`src/rtl/pool2d_stream.sv`:
```
// pool2d_stream: 2x2/stride-2 max/avg pooling of raster pixels (i_valid/i_features/o_ready in), FIFO-buffered, serialised one channel per beat (o_valid/o_feature/o_channel/o_last out, i_ready back-pressure)
module pool2d_stream #(
  parameter int DATA_WIDTH = 16,
  parameter int NUM_CHANNELS = 6,
  parameter int NUM_COLUMNS = 28,
  parameter int NUM_ROWS = 28,
  parameter int MODE = 0,
  parameter int FIFO_DEPTH = 4,
  localparam int CW = NUM_CHANNELS > 1 ? $clog2(NUM_CHANNELS) : 1
) (
  input  logic                                   i_clk,
  input  logic                                   i_rst,
  input  logic                                   i_valid,
  input  logic [NUM_CHANNELS-1:0][DATA_WIDTH-1:0] i_features,
  output logic                                   o_ready,
  output logic                                   o_valid,
  output logic signed [DATA_WIDTH-1:0]           o_feature,
  output logic [CW-1:0]                          o_channel,
  output logic                                   o_last,
  input  logic                                   i_ready
);
  localparam int PW = DATA_WIDTH + 1;
  localparam int XW = NUM_COLUMNS > 1 ? $clog2(NUM_COLUMNS) : 1;
  localparam int YW = NUM_ROWS > 1 ? $clog2(NUM_ROWS) : 1;
  localparam int HW = NUM_COLUMNS > 2 ? $clog2(NUM_COLUMNS / 2) : 1;
  localparam int FW = $clog2(FIFO_DEPTH);
  localparam int NW = $clog2(FIFO_DEPTH + 1);
  typedef logic [NUM_CHANNELS-1:0][DATA_WIDTH-1:0] vec_t;
  typedef logic [NUM_CHANNELS-1:0][PW-1:0] pvec_t;
  if (NUM_COLUMNS % 2 != 0 || NUM_ROWS % 2 != 0 || FIFO_DEPTH < 2) begin : g_bad_cfg
    $error("pool2d_stream: NUM_COLUMNS and NUM_ROWS must be even and FIFO_DEPTH >= 2");
  end
  logic [XW-1:0] col;
  logic [YW-1:0] row;
  logic [HW-1:0] half;
  vec_t hold, quad, head;
  pvec_t pair;
  pvec_t lb [NUM_COLUMNS/2];
  vec_t mem [FIFO_DEPTH];
  logic mem_last [FIFO_DEPTH];
  logic [FW-1:0] wr_ptr, rd_ptr;
  logic [NW-1:0] count, count_next;
  logic [CW-1:0] ch;
  logic accept, push, pop, col_end, row_end, frame_end, ch_end;
  assign accept = i_valid && o_ready;
  assign col_end = col == XW'(NUM_COLUMNS - 1);
  assign row_end = row == YW'(NUM_ROWS - 1);
  assign frame_end = col_end && row_end;
  assign half = HW'(col >> 1);
  assign push = accept && col[0] && row[0];
  assign ch_end = ch == CW'(NUM_CHANNELS - 1);
  assign pop = o_valid && i_ready && ch_end;
  assign count_next = count + NW'(push) - NW'(pop);
  for (genvar c = 0; c < NUM_CHANNELS; c++) begin : g_ch
    logic signed [DATA_WIDTH-1:0] a, b;
    logic signed [PW-1:0] p, l;
    logic signed [PW:0] s;
    assign a = hold[c];
    assign b = i_features[c];
    assign l = lb[half][c];
    assign p = MODE != 0 ? PW'(a) + PW'(b) : (a > b ? PW'(a) : PW'(b));
    assign s = (PW + 1)'(p) + (PW + 1)'(l);
    assign pair[c] = p;
    assign quad[c] = MODE != 0 ? s[PW:2] : (p > l ? p[DATA_WIDTH-1:0] : l[DATA_WIDTH-1:0]);
  end
  always_ff @(posedge i_clk) begin
    if (i_rst) begin
      col <= '0;
      row <= '0;
    end else if (accept) begin
      col <= col_end ? '0 : col + 1'b1;
      if (col_end) row <= row_end ? '0 : row + 1'b1;
    end
  end
  always_ff @(posedge i_clk) begin
    if (accept && !col[0]) hold <= i_features;
    if (accept && col[0] && !row[0]) lb[half] <= pair;
    if (push) begin
      mem[wr_ptr] <= quad;
      mem_last[wr_ptr] <= frame_end;
    end
  end
  always_ff @(posedge i_clk) begin
    if (i_rst) begin
      wr_ptr <= '0;
      rd_ptr <= '0;
      count <= '0;
      ch <= '0;
      o_ready <= 1'b0;
    end else begin
      if (push) wr_ptr <= wr_ptr == FW'(FIFO_DEPTH - 1) ? '0 : wr_ptr + 1'b1;
      if (pop) rd_ptr <= rd_ptr == FW'(FIFO_DEPTH - 1) ? '0 : rd_ptr + 1'b1;
      if (o_valid && i_ready) ch <= ch_end ? '0 : ch + 1'b1;
      count <= count_next;
      o_ready <= count_next < NW'(FIFO_DEPTH);
    end
  end
  assign head = mem[rd_ptr];
  assign o_valid = count != '0;
  assign o_channel = ch;
  assign o_feature = o_valid ? head[ch] : '0;
  assign o_last = o_valid && ch_end && mem_last[rd_ptr];
endmodule
```
`config.mk`:
```
export PLATFORM = sky130hd
export DESIGN_NAME = pool2d_stream
export DESIGN_NICKNAME = d
export VERILOG_FILES = /design/src/rtl/pool2d_stream.sv
export SDC_FILE = /design/constraint.sdc
export NUM_CORES = 2
export LEC_CHECK = 0
export ABC_AREA = 0
export CORE_MARGIN = 8
export CORE_UTILIZATION = 55
export DETAILED_ROUTE_END_ITERATION = 7
export GPL_ROUTABILITY_DRIVEN = 1
export PLACE_DENSITY = 0.68
export SKIP_LAST_GASP = 1
export SLEW_MARGIN = 40
export SYNTH_ARGS = -nofsm -noshare
export SYNTH_HDL_FRONTEND = slang
export SYNTH_SLANG_ARGS = --single-unit
```
`constraint.sdc`:
```
create_clock -name i_clk -period 26.6 [get_ports i_clk]
set_input_delay 5.32 -clock i_clk [delete_from_list [all_inputs] [get_ports i_clk]]
set_output_delay 5.32 -clock i_clk [all_outputs]
set_load 0.005 [all_outputs]
```
==> impl_metrics.tcl <==
set metrics [dict create \
    crit_path_top_delay_cell "mux2i_2" \
    synth_ff_type "edfxtp_1" \
    ctsResizeCount 0 \
    fin_crit_sh_pct 39.65 \
    worst_path_largest_cell_delay_ns 0.68 \
    die_area_um2 152100 \
    start_kind "input pin" \
    drtIter0Drc 3488 \
    dieWidth_um 390.0 \
    synthTopCellsByArea "edfxtp_1, mux4_2, mux2i_1, ha_1, a21oi_1" \
    clk_latency_ns 0.79 \
    ir_drop_v 0.00005446 \
    hold_violations 0 \
    r2r_cells 15 \
    ys_seq_elements 1855 \
    status "complete, no violations" \
    worstMarginPinSlew_ns 0.8714 \
    rows 137 \
    yosys.area.top_type "edfxtp_1" \
    cts_tree "done" \
    rr_endpoint "mem[3][31]" \
    power_density_nw_per_um2 72.09 \
    cp_cell_sequence "clkdlybuf4s50_1, inv_1, ha_1, a21oi_1, nand2_1, a21o_1, a2111oi_2, mux2i_2, buf_4, mux2i_1, inv_1, ha_1, nand3_1, or2_1, nor2_1, a2111oi_1, a311oi_4, buf_4, mux2i_1" \
    ioPinCount 122 \
    synthCells 4074 \
    synth.avg_cell_area_um2 18.89 \
    fin_worst_skew_ns 0.02818 \
    critPathArrivalTime_ns 11.07 \
    antenna_found_initial 9 \
    synth-edff-count 1828 \
    grt_pass1_wl_um 258300 \
    ys_seq_area_share_pct 72.05 \
    synth.distinct_cells 64 \
    viasPerCell 6.135 \
    synth_nets 4376 \
    synth_top_area_share_pct 71.35 \
    overflow 0 \
    grt_setup_unrepaired "no" \
    critPathCaptureType "flop" \
    relSlewSlack_pct 41.91 \
    clockBufferDepth 3 \
    antenna_left 0 \
    p_leak_nw 28.51 \
    hp-class "reg2reg" \
    dp_hpwl_um 100400 \
    die_y_um 390.0 \
    port_buffers 121 \
    clock-root-buffer "clkbuf_16" \
    grt_pass1_vias 38673 \
    post_cts_buffers 0 \
    setup-tns-final_ns 0 \
    cap_viol_max_count 0 \
    drc 0 \
    core_area_um2 139200 \
    clkTransAtPathRegs_ns 0.06 \
    final.min_clock_period_ns 10.55 \
    grt_max_degree 125 \
    track_usage_pct 22.96 \
    cp_num_buf_inv 5 \
    wirelength_um 176300 \
    wl_per_cell_um 27.94 \
    syn2layout_area_growth_pct 12.97 \
    fillers 9711 \
    post-route-util_pct 62.45 \
    required_ns 27.12 \
    netlist_area_um2 76940 \
    hold_depth 2 \
    setup_viol 0 \
    yosys_warnings 0 \
    dr.pass1.iters 5 \
    crit_family "buffers and inverters" \
    cts_hold_buf 0 \
    numClockSinks 1855 \
    final_max_slew_viol_count 0 \
    gp_congestion 0.8176 \
    start_util_pct 55.28 \
    worstSetupPathType "in2reg" \
    crit_fanout 15 \
    timing.fmax_mhz 94.81 \
    cts_max_level 4 \
    hp-start "wr_ptr[1]" \
    hold_end "wr_ptr[1]" \
    nNetsFinal 4579 \
    synth_common_cells "edfxtp_1, mux4_2, mux2i_1" \
    reg2reg_slack_ns 19.96 \
    num_vias 38707 \
    synth_most_common_cell "edfxtp_1" \
    numCtsBuffers 187 \
    drive_above_1_share_pct 18.82 \
    async_flop_share_pct 0 \
]
-- kinds of logic after synthesis --
family / Yosys count / synth area share (%)
fa+ha+maj: 202 / 3.295
buf+inv: 377 / 2.012
mux: 801 / 17.07
simple gates: 452 / 2.608
flops: 1855 / 72.05
compound gates: 378 / 2.862
xor+xnor: 9 / 0.1024
-- through the flow --
| stage | power, mW | cells | setup slack [ns] | hold slack, ns | area (µm²) |
|---|---|---|---|---|---|
| floorplan | 3.615 | 4074 | 13.30 | 0.4692 | 76940 |
| global placement | 3.746 | 5943 | 15.06 | 0.4906 | 80360 |
| detailed placement | 3.759 | 5959 | 15.16 | 0.5000 | 80810 |
| CTS | 6.310 | 6298 | 16.01 | 0.5092 | 86780 |
| global route | 6.454 | 6303 | 15.73 | 0.5314 | 86900 |
| finish | 6.266 | 6309 | 16.05 | 0.5135 | 86920 |
-- worst max-delay path by stage --
stage / startpoint / to / slack, ns / cells past startpoint
floorplan: i_valid / lb[0][0] / 13.30 / 6
global placement: i_features[62] / mem[0][52] / 15.06 / 17
detailed placement: i_features[46] / mem[2][35] / 15.16 / 19
CTS: i_features[46] / mem[1][35] / 16.01 / 19
global route: i_features[46] / mem[3][35] / 15.73 / 19
finish: i_features[46] / mem[3][35] / 16.05 / 19
-- cell type report --
class,instances,area (µm²),area share [%]
antenna,6,15.01,0.01727
clock inverter,112,1054,1.212
inverter,196,735.7,0.8464
multi-input combinational,1842,20120,23.15
timing repair buffer,195,2272,2.614
tap,1876,2347,2.701
sequential,1855,55460,63.81
clock buffer,227,4915,5.654
-- layer usage --
layer	up-vias	global-route usage, %	wire, µm
met3	245	4.584	14310
met2	1392	35.90	82780
li1	16809	-	-
met4	6	5.374	3492
met5	-	0	41
met1	20255	33.76	75640
-- power by group --
group	internal (mW)	switching (mW)	leakage [nW]
Clock	1.49	1.07	2.93
Combinational	0.130	0.264	8.88
Sequential	3.30	0.00560	16.7
-- registers in the layout (all words and copies together), names as in the netlist, named ones only --
register / cells
col: 5
count: 3
g_ch.a: 96
lb: 1344
mem: 384
mem_last: 4
o_channel: 3
o_ready: 1
rd_ptr: 2
row: 5
wr_ptr: 2
-- placed cells by master (no fill, tap or decap), types with 23 or more instances in the layout --
cell	synthesis	final
nand2_1	55	55
a21oi_1	257	256
nand4_1	40	40
mux4_2	400	400
clkinv_2	0	41
nor2_1	263	252
buf_6	2	24
clkbuf_1	97	36
clkdlybuf4s50_1	0	121
a21o_1	34	34
mux2_2	38	38
buf_4	7	23
clkinv_1	0	37
inv_1	195	195
edfxtp_1	1828	1828
mux2i_1	351	350
clkbuf_16	0	191
ha_1	201	201
nand3_1	32	32
-- tightest hold or removal path: stages (launching register included) --
cell	delay [ns]
dfxtp_1	0.34
nand2_1	0.06
a21oi_1	0.06
No activity file was read; power rests on OpenSTA's default activity.
